### src/rtl/regfile_multiport_pkg.sv
// Shared types and constants for the multi-port register file and its clear sequencer.
package regfile_pkg;

    typedef enum logic {
        RF_IDLE  = 1'b0,
        RF_CLEAR = 1'b1
    } rf_state_t;

    localparam int RF_MIN_DEPTH = 4;

endpackage

### src/rtl/regfile_multiport_if.sv
// Register-file bus: read ports, write port and the clear handshake.
interface regfile_multiport_if #(
    parameter int WIDTH = 32,
    parameter int DEPTH = 32,
    parameter int NREAD = 2
);
    localparam int AW = $clog2(DEPTH);

    logic [NREAD*AW-1:0]    ReadRegister;
    logic [NREAD*WIDTH-1:0] ReadData;
    logic [AW-1:0]          WriteRegister;
    logic [WIDTH-1:0]       WriteData;
    logic                   RegWrite;
    logic                   ClearReq;
    logic                   ClearBusy;
    logic                   ClearDone;
    logic                   WriteDropped;

    modport master (
        output ReadRegister, WriteRegister, WriteData, RegWrite, ClearReq,
        input  ReadData, ClearBusy, ClearDone, WriteDropped
    );

    modport slave (
        input  ReadRegister, WriteRegister, WriteData, RegWrite, ClearReq,
        output ReadData, ClearBusy, ClearDone, WriteDropped
    );

endinterface

### src/rtl/regfile_multiport_clear_fsm.sv
// Clear sequencer: walks idx from 1 to DEPTH-1 zeroing one register per cycle,
// and flags writes that arrive while the sweep owns the array.
module regfile_clear_fsm
    import regfile_pkg::*;
#(
    parameter int DEPTH = 32,
    parameter int AW    = $clog2(DEPTH)
) (
    input  logic          Clk,
    input  logic          Reset_n,
    input  logic          ClearReq,
    input  logic          RegWrite,
    input  logic [AW-1:0] WriteRegister,
    output logic          ClearBusy,
    output logic          ClearDone,
    output logic          WriteDropped,
    output logic          writeAllowed,
    output logic          clearStrobe,
    output logic [AW-1:0] clearIdx
);
    localparam logic [AW-1:0] LAST_IDX = AW'(DEPTH - 1);

    rf_state_t     stateReg, stateNext;
    logic [AW-1:0] idxReg, idxNext;
    logic          doneReg, doneNext;
    logic          droppedReg, droppedNext;

    always_ff @(posedge Clk or negedge Reset_n) begin
        if (!Reset_n) begin
            stateReg   <= RF_IDLE;
            idxReg     <= '0;
            doneReg    <= 1'b0;
            droppedReg <= 1'b0;
        end else begin
            stateReg   <= stateNext;
            idxReg     <= idxNext;
            doneReg    <= doneNext;
            droppedReg <= droppedNext;
        end
    end

    always_comb begin
        stateNext   = stateReg;
        idxNext     = idxReg;
        doneNext    = 1'b0;
        droppedNext = 1'b0;
        case (stateReg)
            RF_IDLE: begin
                if (ClearReq) begin
                    stateNext = RF_CLEAR;
                    idxNext   = AW'(1);
                end
            end
            RF_CLEAR: begin
                droppedNext = RegWrite && (WriteRegister != '0);
                // Terminate on an explicit compare so idx never needs to wrap.
                if (idxReg == LAST_IDX) begin
                    stateNext = RF_IDLE;
                    doneNext  = 1'b1;
                end else begin
                    idxNext = idxReg + AW'(1);
                end
            end
            default: stateNext = RF_IDLE;
        endcase
    end

    assign ClearBusy    = (stateReg == RF_CLEAR);
    assign ClearDone    = doneReg;
    assign WriteDropped = droppedReg;
    assign writeAllowed = (stateReg == RF_IDLE);
    assign clearStrobe  = (stateReg == RF_CLEAR);
    assign clearIdx     = idxReg;

endmodule

### src/rtl/regfile_multiport.sv
// Multi-read-port register file with r0 hardwired to zero and a run-time clear sweep.
// Optional same-cycle write-to-read forwarding is compiled in with REGFILE_BYPASS_EN.
module regfile_multiport
    import regfile_pkg::*;
#(
    parameter int WIDTH = 32,
    parameter int DEPTH = 32,
    parameter int NREAD = 2
) (
    input logic                Clk,
    input logic                Reset_n,
    regfile_multiport_if.slave bus
);
    localparam int AW = $clog2(DEPTH);

    if (DEPTH < RF_MIN_DEPTH || DEPTH > 256 || (DEPTH & (DEPTH - 1)) != 0) begin : gBadDepth
        $error("regfile_multiport: DEPTH must be a power of two in 4..256");
    end
    if (NREAD < 1 || NREAD > 4) begin : gBadNread
        $error("regfile_multiport: NREAD must be in 1..4");
    end

    logic [WIDTH-1:0] regArray [DEPTH];
    logic             writeAllowed;
    logic             clearStrobe;
    logic [AW-1:0]    clearIdx;
    logic             writeEn;

    regfile_clear_fsm #(
        .DEPTH(DEPTH),
        .AW   (AW)
    ) clearFsm (
        .Clk          (Clk),
        .Reset_n      (Reset_n),
        .ClearReq     (bus.ClearReq),
        .RegWrite     (bus.RegWrite),
        .WriteRegister(bus.WriteRegister),
        .ClearBusy    (bus.ClearBusy),
        .ClearDone    (bus.ClearDone),
        .WriteDropped (bus.WriteDropped),
        .writeAllowed (writeAllowed),
        .clearStrobe  (clearStrobe),
        .clearIdx     (clearIdx)
    );

    assign writeEn = bus.RegWrite && writeAllowed && (bus.WriteRegister != '0);

    // Clear and write never coincide: writes are only accepted while idle.
    always_ff @(posedge Clk or negedge Reset_n) begin
        if (!Reset_n) begin
            for (int i = 0; i < DEPTH; i++) begin
                regArray[i] <= '0;
            end
        end else begin
            if (clearStrobe) begin
                regArray[clearIdx] <= '0;
            end
            if (writeEn) begin
                regArray[bus.WriteRegister] <= bus.WriteData;
            end
        end
    end

    genvar gi;
    for (gi = 0; gi < NREAD; gi++) begin : gRead
        logic [AW-1:0] rdAddr;
        assign rdAddr = bus.ReadRegister[gi*AW +: AW];
`ifdef REGFILE_BYPASS_EN
        logic bypassHit;
        assign bypassHit = writeEn && (rdAddr == bus.WriteRegister);
        assign bus.ReadData[gi*WIDTH +: WIDTH] = (rdAddr == '0) ? '0 :
                                                 bypassHit      ? bus.WriteData :
                                                                  regArray[rdAddr];
`else
        assign bus.ReadData[gi*WIDTH +: WIDTH] = (rdAddr == '0) ? '0 : regArray[rdAddr];
`endif
    end

endmodule

### src/flat_wrapper.sv
// flat-port wrapper written by rule: the top's interface ports become plain ports
module regfile_multiport_flat import regfile_pkg::*;
#(
    parameter int WIDTH = 32,
    parameter int DEPTH = 32,
    parameter int NREAD = 2
)
  (Clk, Reset_n, bus_ReadRegister, bus_WriteRegister, bus_WriteData, bus_RegWrite, bus_ClearReq, bus_ReadData, bus_ClearBusy, bus_ClearDone, bus_WriteDropped);
  regfile_multiport_if #(.WIDTH(WIDTH), .DEPTH(DEPTH), .NREAD(NREAD)) bus_i ();
  input logic Clk;
  input logic Reset_n;
  input wire logic [$bits(bus_i.ReadRegister)-1:0] bus_ReadRegister;
  input wire logic [$bits(bus_i.WriteRegister)-1:0] bus_WriteRegister;
  input wire logic [$bits(bus_i.WriteData)-1:0] bus_WriteData;
  input wire logic [$bits(bus_i.RegWrite)-1:0] bus_RegWrite;
  input wire logic [$bits(bus_i.ClearReq)-1:0] bus_ClearReq;
  output wire logic [$bits(bus_i.ReadData)-1:0] bus_ReadData;
  output wire logic [$bits(bus_i.ClearBusy)-1:0] bus_ClearBusy;
  output wire logic [$bits(bus_i.ClearDone)-1:0] bus_ClearDone;
  output wire logic [$bits(bus_i.WriteDropped)-1:0] bus_WriteDropped;
  assign bus_i.ReadRegister = bus_ReadRegister;
  assign bus_i.WriteRegister = bus_WriteRegister;
  assign bus_i.WriteData = bus_WriteData;
  assign bus_i.RegWrite = bus_RegWrite;
  assign bus_i.ClearReq = bus_ClearReq;
  assign bus_ReadData = bus_i.ReadData;
  assign bus_ClearBusy = bus_i.ClearBusy;
  assign bus_ClearDone = bus_i.ClearDone;
  assign bus_WriteDropped = bus_i.WriteDropped;
  regfile_multiport #(.WIDTH(WIDTH), .DEPTH(DEPTH), .NREAD(NREAD)) u_core (.Clk(Clk), .Reset_n(Reset_n), .bus(bus_i));
endmodule
### config.mk
export PLATFORM = sky130hd
export DESIGN_NAME = regfile_multiport_flat
export DESIGN_NICKNAME = d
export VERILOG_FILES = /design/src/rtl/regfile_multiport_pkg.sv /design/src/rtl/regfile_multiport_if.sv /design/src/rtl/regfile_multiport_clear_fsm.sv /design/src/rtl/regfile_multiport.sv /design/src/flat_wrapper.sv
export SDC_FILE = /design/constraint.sdc
export NUM_CORES = 2
export LEC_CHECK = 0
export CAP_MARGIN = 10
export CORE_UTILIZATION = 50
export CTS_BUF_LIST = sky130_fd_sc_hd__clkbuf_2
export DETAILED_ROUTE_END_ITERATION = 6
export GPL_TIMING_DRIVEN = 0
export PLACE_DENSITY = 0.72
export SLEW_MARGIN = 25
export SYNTH_ARGS = -nofsm -noshare
export SYNTH_HDL_FRONTEND = slang
export SYNTH_HIERARCHICAL = 1
export SYNTH_SLANG_ARGS = --single-unit
### constraint.sdc
create_clock -name Clk -period 3.95 [get_ports Clk]
set_input_delay 0.5925 -clock Clk [delete_from_list [all_inputs] [get_ports Clk]]
set_output_delay 0.5925 -clock Clk [all_outputs]
set_load 0.02 [all_outputs]
# Word level (Yosys, flattened, before mapping)

Index checks and enable logic that the tools add are counted.

Register bits after elaboration: 1,032
Output and inout bits: 67
Word-level logic and storage cells: 86

$add $sub $neg: 1
Magnitude comparators: 6
Equal/unequal tests: 3
Mux-type cells: 24
Bitwise gates (word level): 7
Reduce and logical (&&, ||, !) cells: 9

Operator list:

| kind                                                | number |
|---|---|
| 2-to-1 mux 1024 bit                                 | 2 |
| AND 1024 bit                                        | 1 |
| bitwise mux 1024 bit                                | 1 |
| inverter 1024 bit                                   | 1 |
| binary-select mux 32 bit (select 5 bit)             | 2 |
| demux 32 bit (select 5 bit)                         | 2 |
| 2-to-1 mux 32 bit                                   | 8 |
| >= comparator 6 bit (second input constant)         | 4 |
| inverter 5 -> 6 bit                                 | 4 |
| < comparator 6 x 1 -> 1 bit (second input constant) | 2 |
| zero test 5 bit                                     | 2 |
| 2-to-1 mux 5 bit                                    | 2 |
| one-hot mux 5 bit (2 select lines)                  | 1 |
| adder 5 x 1 -> 5 bit (second input constant)        | 1 |
| equality test 5 bit (second input constant)         | 1 |
| logical AND 1 bit                                   | 5 |
| 2-to-1 mux 1 bit                                    | 5 |
| nonzero test 5 bit                                  | 1 |
| != test 2 bit (second input constant)               | 2 |
| one-hot mux 1 bit (2 select lines)                  | 1 |
| AND reduction 2 bit                                 | 1 |
| inverter 1 bit                                      | 1 |

# Longest topological paths before layout

Depth after elaboration: 10
Gate-level depth with buffers: 8
Depth with buffers taken out: 6

# Cells and area by module

The synthesis kept the hierarchy.

Modules (own cells, without submodules):

| module            | times used | cells each | area each (µm²) | seq. area each (µm²) |
|---|---|---|---|---|
| regfile_multiport | 1          | 4,225      | 53,784.1        | 25,624.6 |
| regfile_clear_fsm | 1          | 36         | 401.6           | 200.2 |

# Least setup slack after synthesis

OpenSTA, ideal clock, no wires.

Path kind: input to output
From: input bus_ReadRegister[1]
To: output bus_ReadData[12]
Arrival: 2.223 ns
Data required time: 3.357 ns
Path slack: 1.135 ns
Cell stages on the path: 7
Path through: buf_4 > buf_6 > nor2b_1 > buf_2 > a221oi_1 > o21ai_0 > a311oi_1

Longest elaborated chain between the ends: 5

Ends and longest elaborated chain:

| what                                                 | RTL line                | source |
|---|---|---|
| from (decl)                                          | flat_wrapper.sv:12      | `input wire logic [$bits(bus_i.ReadRegister)-1:0] bus_ReadRegister;` |
| inverter 5 -> 6 bit (not written as such)            | regfile_multiport.sv:75 | `assign bus.ReadData[gi*WIDTH +: WIDTH] = (rdAddr == '0) ? '0 : regArray[rdAddr];` |
| binary-select mux 32 bit (select 5 bit)              | regfile_multiport.sv:75 |  |
| 2-to-1 mux 32 bit (not written as such) (2 in a row) | regfile_multiport.sv:75 |  |
| 2-to-1 mux 32 bit *                                  | regfile_multiport.sv:75 |  |
| to (decl)                                            | flat_wrapper.sv:17      | `output wire logic [$bits(bus_i.ReadData)-1:0] bus_ReadData;` |

Every way passes the cells marked *; elsewhere a longest branch is shown, timed or not. The select of a mux whose other input is x is not followed.

# Worst setup path after layout

From: input bus_ReadRegister[3]
To: output bus_ReadData[17]

Same word-level chain as after synthesis.

==> impl_results.md <==
* Status: finished, violations left
* Violations in the final reports: negative setup slack
* Die area at 110000 um2
* Global-route wire length before repair at 327000 um
* Critical Path Fanout Max at 10
* Multi-input gate area in the final layout at 28300 um2
* Hold Path Class: in2reg
* Number of design rule violations left after detail routing at 0
* Total CTS buffers at 297
* Pin count of the biggest net entering global routing at 139
* Dpl hpwl at 167000 um
* Largest family of logic cells by synthesized area: multiplexers
* CP Data Required Time at 3360 ps
* Clock root cell: sky130_fd_sc_hd__clkbuf_2
* XOR/XNOR Fraction of Synth Area at 0.000485
* Slew Limit Headroom at 0.154
* Avg Synthesized Cell Area at 12.7 um2
* Netlist area before placement at 54200 um2
* Net total in the final layout at 4800
* Fraction of the mapped netlist area in compound gates at 0.196
* Router iterations before antenna repair at 6
* Via count of the routed design at 46600
* Maximum clock frequency at 0.236 GHz
* Total leakage power at 27.4 nW
* Last element of the critical path: bus_ReadData[17]
* Critical path endpoint category: primary output
* CTS tree: yes
* Clock skew after layout at 115 ps
* Setup slack of the worst register-to-register path at 610 ps
* Total core area at 107000 um2
* Number of placement rows at 120
* Share of the cycle needed by the critical path after routing at 1.07
* VDD IR max at 288 uV
* Top cells by area in the synthesized netlist: sky130_fd_sc_hd__dfrtp_1 48%, sky130_fd_sc_hd__mux4_2 19%, sky130_fd_sc_hd__a22o_1 12%
* WS Path Type: in2out
* Share of synthesized flip-flops with an asynchronous set or reset at 1.00
* Routed wire per std cell at 36.6 um
* Post-route core utilization at 0.584
* Setup repair after global routing missed its margin: true
* Number of endpoints with negative hold slack in the final report at 0
* Syn_nets at 4314
* Fin worst setup slack at -288 ps
* GRT Residual Overflow at 0
* Final-report setup violation count at 35
* Area Overhead vs Synth at 15.6%
* Multiplexer share of the synthesized area at 0.224
* Worst reg2reg path depth at 6
* Top_reg_cell synth: sky130_fd_sc_hd__dfrtp_1
* Global routing usage summed across all routing layers at 0.419
* Area of all placed cells without fillers at 62600 um2
* Post-CTS clock slew at the launch and capture registers of the worst setup and hold paths at 120 ps
* Register bit total from synthesis at 1032
* Number of maximum-capacitance violations at 0
* Final setup TNS at -3590 ps
* Routed Antenna Nets at 0
* Number of flops mapped to enable cells by yosys at 0
* Cells after synthesis at 4261
* Number of distinct library cells after synthesis at 49
* Largest buffer count on any clock path at 4
* Most frequently used cell type in the post-synthesis netlist: sky130_fd_sc_hd__dfrtp_1
* Count of warnings emitted by yosys at 6
* Source-to-sink clock delay at the later pin of the worst-skew pair at 1630 ps
* Cell Pwr Density at 473 nW/um2
* Final period demand of the worst path at 4240 ps
* Post-synthesis adder-cell area fraction at 0.000462
* Starting Density at 0.505
* Simple-gate share of the synthesized area at 0.0580
* Number of filler cells placed in the layout at 8806
* RD Place Congestion at 1.07
* Arrival time worst endpoint at 3650 ps
* Port Buffers at 109
* Destination of the worst register-to-register timing path: u_core/regArray[522]
* Number of top-level pins at 118
* Worst slack at placement at -1550 ps
* Antenna violations before repair at 5
* Post-Place Cell Area at 57300 um2
* Number of pins exceeding their max-slew limit in the final report at 0
* Share of layout cells above drive strength 1 at 0.328
* Number of global-route vias before repair at 45800
* Y dimension of the die at 331 um
* Overall die width at 331 um
* Worst flop-to-flop path startpoint: u_core/clearFsm/ClearBusy
* Hold_ws at 203 ps
* Post-synthesis cell type with the largest combined area: sky130_fd_sc_hd__dfrtp_1
* Avg Vias per Cell at 7.35
* Post-synth top cells: 1032 x sky130_fd_sc_hd__dfrtp_1, 768 x sky130_fd_sc_hd__a22o_1, 497 x sky130_fd_sc_hd__nand2_1, 448 x sky130_fd_sc_hd__mux4_2, 282 x sky130_fd_sc_hd__clkbuf_1
* Startpoint of the worst setup timing path: bus_ReadRegister[3]
* WL final at 232000 um
* Area share of the largest cell type after synthesis at 0.477
* Share of synthesized area occupied by flip-flops and latches at 0.477
* Count of routing violations after the opening detailed-route iteration at 7602
* FF+latch area at 25800 um2
* Sink count of the clock tree at 1032
* Sort of element at the start of the critical path: input port
* Tightest Pin Transition at 1270 ps
* H-tree depth at 5
-- power by group --
group          total, mW  switching, mW  internal (mW)
clock network       7.76           4.77           2.99
registers           13.8           1.56           12.3
logic               8.02           4.65           3.37
total               29.6           11.0           18.6
-- placed cells by master, fill, tap and decap left out, types with 29 or more instances in the layout --
cell type / instances
sky130_fd_sc_hd__a311oi_2: 29
sky130_fd_sc_hd__nor2b_1: 49
sky130_fd_sc_hd__dlygate4sd3_1: 39
sky130_fd_sc_hd__mux2i_1: 130
sky130_fd_sc_hd__mux2_2: 34
sky130_fd_sc_hd__clkbuf_1: 248
sky130_fd_sc_hd__clkbuf_2: 448
sky130_fd_sc_hd__a22oi_2: 38
sky130_fd_sc_hd__clkinv_1: 44
sky130_fd_sc_hd__nand2_1: 497
sky130_fd_sc_hd__mux2_4: 30
sky130_fd_sc_hd__buf_2: 168
sky130_fd_sc_hd__and2_1: 33
sky130_fd_sc_hd__o21ai_1: 97
sky130_fd_sc_hd__mux4_2: 448
sky130_fd_sc_hd__o21ai_0: 182
sky130_fd_sc_hd__o21ai_2: 31
sky130_fd_sc_hd__buf_6: 35
sky130_fd_sc_hd__a22o_1: 768
sky130_fd_sc_hd__a211oi_2: 35
sky130_fd_sc_hd__clkdlybuf4s50_1: 44
sky130_fd_sc_hd__buf_4: 112
sky130_fd_sc_hd__dfrtp_1: 1032
-- metal layers --
metal / track usage / part of all wire
met1: 0.535 / 0.35
met2: 0.582 / 0.42
met3: 0.192 / 0.16
met4: 0.249 / 0.066
met5: 0.0122 / 0.0029
-- state kept, by name, summed over array words and instances (netlist names) --
register / count
u_core/clearFsm/WriteDropped: 1
u_core/regArray: 1024
u_core/clearFsm/clearIdx: 5
u_core/clearFsm/ClearBusy: 1
u_core/clearFsm/ClearDone: 1
-- through the flow --
| step | std cells | total power [mW] |
|---|---|---|
| floorplan | 4261 | 17.9 |
| global placement | 5773 | 20.7 |
| detailed placement | 5781 | 20.9 |
| CTS | 6309 | 29.0 |
| global route | 6330 | 30.6 |
| finish | 6333 | 29.6 |
-- layout make-up --
type | instances | area share
timing repair buffer | 189 | 0.0301
clock buffer | 418 | 0.0334
multi-input combinational | 2710 | 0.451
clock inverter | 59 | 0.00500
antenna | 5 | 0.000200
buffer | 514 | 0.0394
inverter | 3 | 0.000180
sequential | 1032 | 0.412
tap | 1403 | 0.0280
-- worst min path at each step --
| stage | slack [ps] | from | cells past startpoint | endpoint |
|---|---|---|---|---|
| final | 200 | bus_WriteData[6] | 3 | u_core/regArray[934] |
| after global routing | 130 | bus_WriteData[9] | 3 | u_core/regArray[969] |
| after CTS | 50 | bus_WriteData[9] | 3 | u_core/regArray[969] |
| after detailed placement | 490 | u_core/regArray[1016] | 1 | u_core/regArray[1016] |
| after global placement | 480 | u_core/regArray[996] | 1 | u_core/regArray[996] |
| after floorplan | 300 | Reset_n | 0 | u_core/clearFsm/ClearBusy |
-- repair_timing --
action	CTS	global route
gates resized for setup	731	148
hold endpoints to repair	615	0
pin swaps	82	50
setup buffers	13	19
hold buffers	40	0
endpoints found under the setup margin	64	57
-- logic make-up after synthesis --
logic type	count (synthesis)
AOI/OAI and AO/OA	1388
xor gates and xnor gates	3
adders and majority gates	2
buffers and inverters	519
muxes	642
DFF	1032
and+or+nand+nor	675
-- critical path, stage by stage --
cell                              delay (ps)
sky130_fd_sc_hd__clkdlybuf4s50_1         730
sky130_fd_sc_hd__clkbuf_2                390
sky130_fd_sc_hd__nor2b_2                 380
sky130_fd_sc_hd__clkbuf_2                420
sky130_fd_sc_hd__a22oi_2                 210
sky130_fd_sc_hd__a311oi_2                650
sky130_fd_sc_hd__buf_4                   260
(Power assumes the default switching activity.)
